`config.mk`:
```
export PLATFORM = sky130hd
export DESIGN_NAME = axi_mem_responder
export DESIGN_NICKNAME = d
export VERILOG_FILES = /design/src/rtl/axi_mem_responder_pkg.sv /design/src/rtl/axi_mem_responder_addr_gen.sv /design/src/rtl/axi_mem_responder.sv
export SDC_FILE = /design/constraint.sdc
export NUM_CORES = 1
export LEC_CHECK = 0
export CAP_MARGIN = 40
export CORE_AREA = 8 8 185 187
export CTS_BUF_LIST = sky130_fd_sc_hd__clkbuf_8
export CTS_CLUSTER_SIZE = 16
export DETAILED_ROUTE_END_ITERATION = 7
export DIE_AREA = 0 0 193 195
export DONT_BUFFER_PORTS = 1
export GPL_TIMING_DRIVEN = 1
export PLACE_DENSITY = 0.53
export SLEW_MARGIN = 20
export SYNTH_ARGS = -nofsm -noshare
export SYNTH_HDL_FRONTEND = slang
export SYNTH_HIERARCHICAL = 1
export SYNTH_SLANG_ARGS = --single-unit
```
`constraint.sdc`:
```
create_clock -name clk_i -period 5.5 [get_ports clk_i]
set_input_delay 0.825 -clock clk_i [delete_from_list [all_inputs] [get_ports clk_i]]
set_output_delay 0.825 -clock clk_i [all_outputs]
set_load 0.005 [all_outputs]
```
`src/rtl/axi_mem_responder_pkg.sv`:
```
// Shared types for the AXI memory responder: channel
// bundles, burst/resp encodings and the FSM state enum.
package axi_mem_responder_pkg;

   localparam int unsigned ID_W   = 4;
   localparam int unsigned ADDR_W = 64;
   localparam int unsigned DATA_W = 64;
   localparam int unsigned STRB_W = DATA_W / 8;

   localparam logic [1:0] BURST_FIXED = 2'd0;
   localparam logic [1:0] BURST_INCR  = 2'd1;
   localparam logic [1:0] BURST_WRAP  = 2'd2;

   localparam logic [1:0] RESP_OKAY   = 2'd0;
   localparam logic [1:0] RESP_SLVERR = 2'd2;

   typedef struct packed {
      logic [ID_W-1:0]   id;
      logic [ADDR_W-1:0] addr;
      logic [7:0]        len;
      logic [2:0]        size;
      logic [1:0]        burst;
      logic [5:0]        atop;
   } aw_chan_t;

   typedef struct packed {
      logic [DATA_W-1:0] data;
      logic [STRB_W-1:0] strb;
      logic              last;
   } w_chan_t;

   typedef struct packed {
      logic [ID_W-1:0] id;
      logic [1:0]      resp;
   } b_chan_t;

   typedef struct packed {
      logic [ID_W-1:0]   id;
      logic [ADDR_W-1:0] addr;
      logic [7:0]        len;
      logic [2:0]        size;
      logic [1:0]        burst;
   } ar_chan_t;

   typedef struct packed {
      logic [ID_W-1:0]   id;
      logic [DATA_W-1:0] data;
      logic [1:0]        resp;
      logic              last;
   } r_chan_t;

   typedef enum logic [2:0] {
      S_IDLE,
      S_WDATA,
      S_WRESP,
      S_RADDR,
      S_RDATA,
      S_ATOP_R
   } state_t;

endpackage

```
`src/rtl/axi_mem_responder_addr_gen.sv`:
```
// Burst next-address, memory word address and beat error.
// Ports: i_addr/len/size/burst in; o_next, o_maddr, o_err out.
module axi_burst_addr_gen
   import axi_mem_responder_pkg::*;
#(
   parameter int unsigned          AddrWidth    = ADDR_W,
   parameter int unsigned          DataWidth    = DATA_W,
   parameter logic [AddrWidth-1:0] MemBase      = 64'h8000_0000,
   parameter logic [AddrWidth-1:0] MemBytes     = 64'h4000_0000,
   parameter int unsigned          MemAddrWidth = 27
) (
   input  logic [AddrWidth-1:0]    i_addr,
   input  logic [7:0]              i_len,
   input  logic [2:0]              i_size,
   input  logic [1:0]              i_burst,
   output logic [AddrWidth-1:0]    o_next,
   output logic [MemAddrWidth-1:0] o_maddr,
   output logic                    o_err
);

   localparam int unsigned OffW = $clog2(DataWidth / 8);

   logic [AddrWidth-1:0] w_step;
   logic [AddrWidth-1:0] w_mask;
   logic [AddrWidth-1:0] w_off;
   logic                 w_wrap_bad;
   logic                 w_size_bad;
   logic                 w_range_bad;

   assign w_step = AddrWidth'(1) << i_size;
   // wrap container is (len+1) beats; mask selects the offset inside it
   assign w_mask = ((AddrWidth'(i_len) + AddrWidth'(1)) << i_size)
                   - AddrWidth'(1);
   assign w_off  = i_addr - MemBase;

   always_comb begin
      o_next = i_addr + w_step;
      case (i_burst)
         BURST_FIXED: o_next = i_addr;
         BURST_WRAP:  o_next = (i_addr & ~w_mask)
                             | ((i_addr + w_step) & w_mask);
         default:     o_next = i_addr + w_step;
      endcase
   end

   assign w_wrap_bad  = (i_burst == BURST_WRAP)
                     && !(i_len inside {8'd1, 8'd3, 8'd7, 8'd15});
   assign w_size_bad  = i_size > 3'(OffW);
   assign w_range_bad = (i_addr < MemBase) || (w_off >= MemBytes);
   assign o_err       = w_wrap_bad || w_size_bad || w_range_bad;
   assign o_maddr     = MemAddrWidth'(w_off >> OffW);

endmodule

```
`src/rtl/axi_mem_responder.sv`:
```
// AXI4+ATOP subordinate serving one transaction at a time from a
// single-port SRAM. Ports: AW/W/B/AR/R channels, mem_* SRAM port.
module axi_mem_responder
   import axi_mem_responder_pkg::*;
#(
   parameter int unsigned    IdWidth      = ID_W,
   parameter int unsigned    AddrWidth    = ADDR_W,
   parameter int unsigned    DataWidth    = DATA_W,
   parameter logic [63:0]    MemBase      = 64'h8000_0000,
   parameter logic [63:0]    MemBytes     = 64'h4000_0000,
   parameter int unsigned    MemAddrWidth = 27
) (
   input  logic                    clk_i,
   input  logic                    rst_ni,
   input  logic                    aw_valid_i,
   output logic                    aw_ready_o,
   input  aw_chan_t                aw_i,
   input  logic                    w_valid_i,
   output logic                    w_ready_o,
   input  w_chan_t                 w_i,
   output logic                    b_valid_o,
   input  logic                    b_ready_i,
   output b_chan_t                 b_o,
   input  logic                    ar_valid_i,
   output logic                    ar_ready_o,
   input  ar_chan_t                ar_i,
   output logic                    r_valid_o,
   input  logic                    r_ready_i,
   output r_chan_t                 r_o,
   output logic                    mem_req_o,
   output logic                    mem_we_o,
   output logic [MemAddrWidth-1:0] mem_addr_o,
   output logic [DataWidth-1:0]    mem_wdata_o,
   output logic [DataWidth/8-1:0]  mem_be_o,
   input  logic [DataWidth-1:0]    mem_rdata_i
);

   state_t                  r_state;
   state_t                  w_next_state;
   logic                    r_rr_wr;
   logic [IdWidth-1:0]      r_id;
   logic [AddrWidth-1:0]    r_addr;
   logic [7:0]              r_len;
   logic [2:0]              r_size;
   logic [1:0]              r_burst;
   logic [5:0]              r_atop;
   logic [7:0]              r_cnt;
   logic                    r_err;
   logic [1:0]              r_bresp;
   logic                    r_rhold;
   logic [DataWidth-1:0]    r_rdata;

   logic                    w_aw_gnt;
   logic                    w_ar_gnt;
   logic [AddrWidth-1:0]    w_next;
   logic [MemAddrWidth-1:0] w_maddr;
   logic                    w_gerr;
   logic                    w_wbad;
   logic                    w_wbeat;
   logic                    w_unused;

   axi_burst_addr_gen #(
      .AddrWidth    (AddrWidth),
      .DataWidth    (DataWidth),
      .MemBase      (MemBase),
      .MemBytes     (MemBytes),
      .MemAddrWidth (MemAddrWidth)
   ) u_addr_gen (
      .i_addr  (r_addr),
      .i_len   (r_len),
      .i_size  (r_size),
      .i_burst (r_burst),
      .o_next  (w_next),
      .o_maddr (w_maddr),
      .o_err   (w_gerr)
   );

   assign w_unused = w_i.last;

   // readies are gated by reset so nothing handshakes while held
   assign w_aw_gnt = rst_ni && (r_state == S_IDLE) && aw_valid_i
                  && (!ar_valid_i || r_rr_wr);
   assign w_ar_gnt = rst_ni && (r_state == S_IDLE) && ar_valid_i
                  && !w_aw_gnt;
   assign w_wbad   = w_gerr || (r_atop != 6'd0);
   assign w_wbeat  = (r_state == S_WDATA) && w_valid_i;

   always_ff @(posedge clk_i or negedge rst_ni) begin
      if (!rst_ni) r_state <= S_IDLE;
      else         r_state <= w_next_state;
   end

   always_comb begin
      w_next_state = r_state;
      aw_ready_o   = w_aw_gnt;
      ar_ready_o   = w_ar_gnt;
      w_ready_o    = 1'b0;
      b_valid_o    = 1'b0;
      r_valid_o    = 1'b0;
      mem_req_o    = 1'b0;
      mem_we_o     = 1'b0;
      mem_be_o     = '0;
      mem_addr_o   = w_maddr;
      mem_wdata_o  = w_i.data;
      b_o          = '0;
      b_o.id       = r_id;
      b_o.resp     = r_bresp;
      r_o          = '0;
      r_o.id       = r_id;
      unique case (r_state)
         S_IDLE: begin
            if (w_aw_gnt)      w_next_state = S_WDATA;
            else if (w_ar_gnt) w_next_state = S_RADDR;
         end
         S_WDATA: begin
            w_ready_o = 1'b1;
            if (w_valid_i) begin
               mem_req_o = !w_wbad;
               mem_we_o  = 1'b1;
               mem_be_o  = w_wbad ? '0 : w_i.strb;
               if (r_cnt == 8'd0) w_next_state = S_WRESP;
            end
         end
         S_WRESP: begin
            b_valid_o = 1'b1;
            if (b_ready_i)
               w_next_state = r_atop[5] ? S_ATOP_R : S_IDLE;
         end
         S_RADDR: begin
            mem_req_o    = !w_gerr;
            w_next_state = S_RDATA;
         end
         S_RDATA: begin
            // first cycle forwards SRAM data; later cycles use the copy
            r_valid_o = 1'b1;
            r_o.data  = w_gerr  ? '0
                      : r_rhold ? r_rdata : mem_rdata_i;
            r_o.resp  = w_gerr ? RESP_SLVERR : RESP_OKAY;
            r_o.last  = (r_cnt == 8'd0);
            if (r_ready_i)
               w_next_state = (r_cnt == 8'd0) ? S_IDLE : S_RADDR;
         end
         S_ATOP_R: begin
            r_valid_o = 1'b1;
            r_o.resp  = RESP_SLVERR;
            r_o.last  = 1'b1;
            if (r_ready_i) w_next_state = S_IDLE;
         end
         default: w_next_state = S_IDLE;
      endcase
   end

   always_ff @(posedge clk_i or negedge rst_ni) begin
      if (!rst_ni) begin
         r_rr_wr <= 1'b1;
         r_id    <= '0;
         r_addr  <= '0;
         r_len   <= '0;
         r_size  <= '0;
         r_burst <= '0;
         r_atop  <= '0;
         r_cnt   <= '0;
         r_err   <= 1'b0;
         r_bresp <= '0;
         r_rhold <= 1'b0;
         r_rdata <= '0;
      end else begin
         if (w_aw_gnt) begin
            r_id    <= aw_i.id;
            r_addr  <= aw_i.addr;
            r_len   <= aw_i.len;
            r_size  <= aw_i.size;
            r_burst <= aw_i.burst;
            r_atop  <= aw_i.atop;
            r_cnt   <= aw_i.len;
            r_err   <= 1'b0;
            if (ar_valid_i) r_rr_wr <= 1'b0;
         end else if (w_ar_gnt) begin
            r_id    <= ar_i.id;
            r_addr  <= ar_i.addr;
            r_len   <= ar_i.len;
            r_size  <= ar_i.size;
            r_burst <= ar_i.burst;
            r_atop  <= '0;
            r_cnt   <= ar_i.len;
            if (aw_valid_i) r_rr_wr <= 1'b1;
         end
         if (w_wbeat) begin
            r_addr <= w_next;
            r_cnt  <= r_cnt - 8'd1;
            r_err  <= r_err || w_wbad;
            if (r_cnt == 8'd0)
               r_bresp <= (r_err || w_wbad) ? RESP_SLVERR : RESP_OKAY;
         end
         if (r_state == S_RDATA) begin
            if (!r_rhold) begin
               r_rdata <= mem_rdata_i;
               r_rhold <= 1'b1;
            end
            if (r_ready_i) begin
               r_rhold <= 1'b0;
               if (r_cnt != 8'd0) begin
                  r_cnt  <= r_cnt - 8'd1;
                  r_addr <= w_next;
               end
            end
         end
      end
   end

endmodule

```
==> impl_metrics.tcl <==
set metrics [dict create \
    cp_max_fo 53 \
    synth_cells 1491 \
    clock.fmax_ghz 0.1917 \
    hold_viol_final 0 \
    drtIter0Drc 807 \
    worstMarginPinSlew_ps 820.9 \
    ys.flop_type "dfrtp_1" \
    clock_latency_ps 490 \
    drive_gt1_share_pct 11.97 \
    setup_viol 0 \
    path_cells "inv_1 -> ha_1 -> or4b_2 -> nor3_1 -> nand4_1 -> nor4_1 -> o21ai_0 -> a211oi_1 -> o21ai_0 -> a211o_1 -> or3_2 -> buf_12 -> nor2_1" \
    rsz0062_at_grt "no" \
    syn_area_um2 12960 \
    critPathKind "register to output port" \
    cts_setup_buffers 0 \
    wire_per_inst_um 22.31 \
    io_buffers 0 \
    crit_path_start_kind "register" \
    maxSlewViolCount 0 \
    numCtsBuffers 17 \
    critical-path-slowest-cell "or3_2" \
    clockBufferDepth 2 \
    irDropWorstVdd_v 0.0002939 \
    ios 495 \
    cts.sinks 166 \
    firstDrtPassIters 6 \
    wl_um 38800 \
    die_h_um 195 \
    cp.arrival_ps 4390 \
    grt_pass1_vias 10530 \
    diodes 0 \
    cpLargestDelayFamily "simple AND/OR/NAND/NOR gates" \
    hp-class "input port to async pin" \
    status "complete, no violations" \
    h-tree-depth 4 \
    grt_max_degree 145 \
    power_leakage_nw 4.881 \
    core_um2 31230 \
    place.gp.congestion 0.8421 \
    initial_utilization_pct 41.49 \
    finalCritPeriodShare_pct 94.85 \
    setup_slack_ps 283.4 \
    fin_nets 1652 \
    dieWidth_um 193 \
    path_common_cell "o21ai_0" \
    grt.overflow.total 0 \
    synthDistinctLibCells 91 \
    grt_pass1_wl_um 60210 \
    slew_headroom_pct 43.86 \
    syn_area_per_cell_um2 8.691 \
    drc 0 \
    slowest_delay_ps 630 \
    yosys_warnings 6 \
    rows 65 \
    finClkSkew_ps 23.91 \
    max-cap-violations 0 \
    grtUsageTotal_pct 20.13 \
    setup-tns-final_ps 0 \
    hpwl_um 28240 \
    tritoncts "done" \
    yosysSeqAreaShare_pct 32.07 \
    die_area_um2 37640 \
    required_ps 4680 \
    power_density_nw_per_um2 578.2 \
    syn_to_final_growth_pct -0.2992 \
    vias 10440 \
    dp_slack_ps 797.7 \
    synth_edf_count 0 \
    viasPerCell 6.004 \
    period_needed_ps 5217 \
    crit_buf_inv 2 \
    async_flop_share_pct 100.0 \
    crit_path_end_kind "output port" \
    clk_pin_slew_ps 110 \
    ant_nets 0 \
    antenna_found_initial 0 \
    clock-root-buffer "clkbuf_8" \
    yosys_register_bits 166 \
]
## cell type report
class	instances	area [um2]
fillers	3143	18310
multi-input cells	1088	7437
flip-flops and latches	166	4159
well taps	402	503.0
repair buffers	24	292.8
clock buffers	17	234.0
clock inverters	15	192.7
inverters	27	101.3
## through the flow
step	instance area (um2)	total power, mW	hold WS (ps)	util (%)	cells
global route	12920	8.102	106.1	41.37	1739
global placement	12320	6.364	470.2	39.46	1700
finish	12920	7.470	154.9	41.37	1739
detailed placement	12410	6.463	479.4	39.74	1704
floorplan	12960	5.750	457.8	-	1492
CTS	12890	7.515	114.5	41.26	1738
## synth_stat cells, types with 23 or more instances
cell type / instances / area, um2
xnor2_1: 55 / 481.7
mux2_2: 67 / 754.5
nand2_1: 127 / 476.7
inv_1: 23 / 86.33
nor3_1: 31 / 155.2
nor2_1: 131 / 491.7
buf_2: 35 / 175.2
nand4_1: 36 / 225.2
buf_4: 107 / 803.3
o21ai_0: 88 / 440.4
a21oi_1: 34 / 170.2
nand3_1: 29 / 145.1
clkbuf_1: 58 / 217.7
dfrtp_1: 165 / 4129
o2bb2ai_1: 64 / 560.5
mux2i_1: 73 / 730.7
o22ai_1: 71 / 444.2
## state kept, by name, indices dropped and copies added, names as in the netlist, 3 cells and up
register / cells
r_addr: 64
r_rdata: 64
r_cnt: 8
r_len: 8
r_atop: 6
r_id: 4
r_size: 3
r_state: 3
## what timing repair did
item	in CTS	in global routing
setup endpoints to repair	0	3
endpoints found under the hold margin	144	0
gates resized for setup	0	1
hold buffers	2	0
## per-layer routing
metal	track usage, %	up-vias	routed length (um)
met2	33.17	313	18910
met1	25.52	5062	16770
li1	-	5019	-
met4	5.158	0	649
met3	5.666	47	2469
met5	0	-	0
## final timing paths
kind	from	to	slack, ps	depth (start not counted)
min reg2reg	r_rdata[21]	r_rdata[21]	510	1
min in group clk_i	r_ready_i	r_state[2]	420	1
min	rst_ni	r_rr_wr	150	0
max reg2reg	r_size[0]	r_addr[47]	1130	15
max in group asynchronous	rst_ni	r_addr[14]	4580	1
max	r_addr[31]	r_o[54]	280	13
## placed cells by master, fill, tap and decap left out, drive strengths merged, types with 9 or more instances in the layout
cell type,Yosys,layout
inv,25,33
clkbuf,59,17
mux2i,73,73
o21a,11,11
ha,15,15
nand2,127,127
xor2,12,12
nand4,36,36
nor3,32,32
buf,152,24
a31oi,16,16
dfrtp,165,165
nand2b,9,9
o22ai,71,71
nor2,132,132
and3,20,20
and2,19,19
o2bb2ai,64,64
nor4,13,13
xnor2,55,55
a21oi,35,35
a211oi,17,17
mux2,70,70
nand3,38,38
o21ai,92,92
## logic make-up after synthesis
logic type / share of synthesized area [%]
xor+xnor: 4.528
mux: 11.78
fa+ha+maj: 1.603
buf+inv: 10.69
simple gates: 18.88
flops: 32.07
other cells: 0.02894
compound gates: 20.43
## report_power, final
group | leakage [nW] | internal, mW | switching (mW)
combinational | 2.68 | 1.67 | 2.10
clock | 0.219 | 0.463 | 0.526
sequential | 1.98 | 1.84 | 0.876
(Power assumes the default switching activity.)
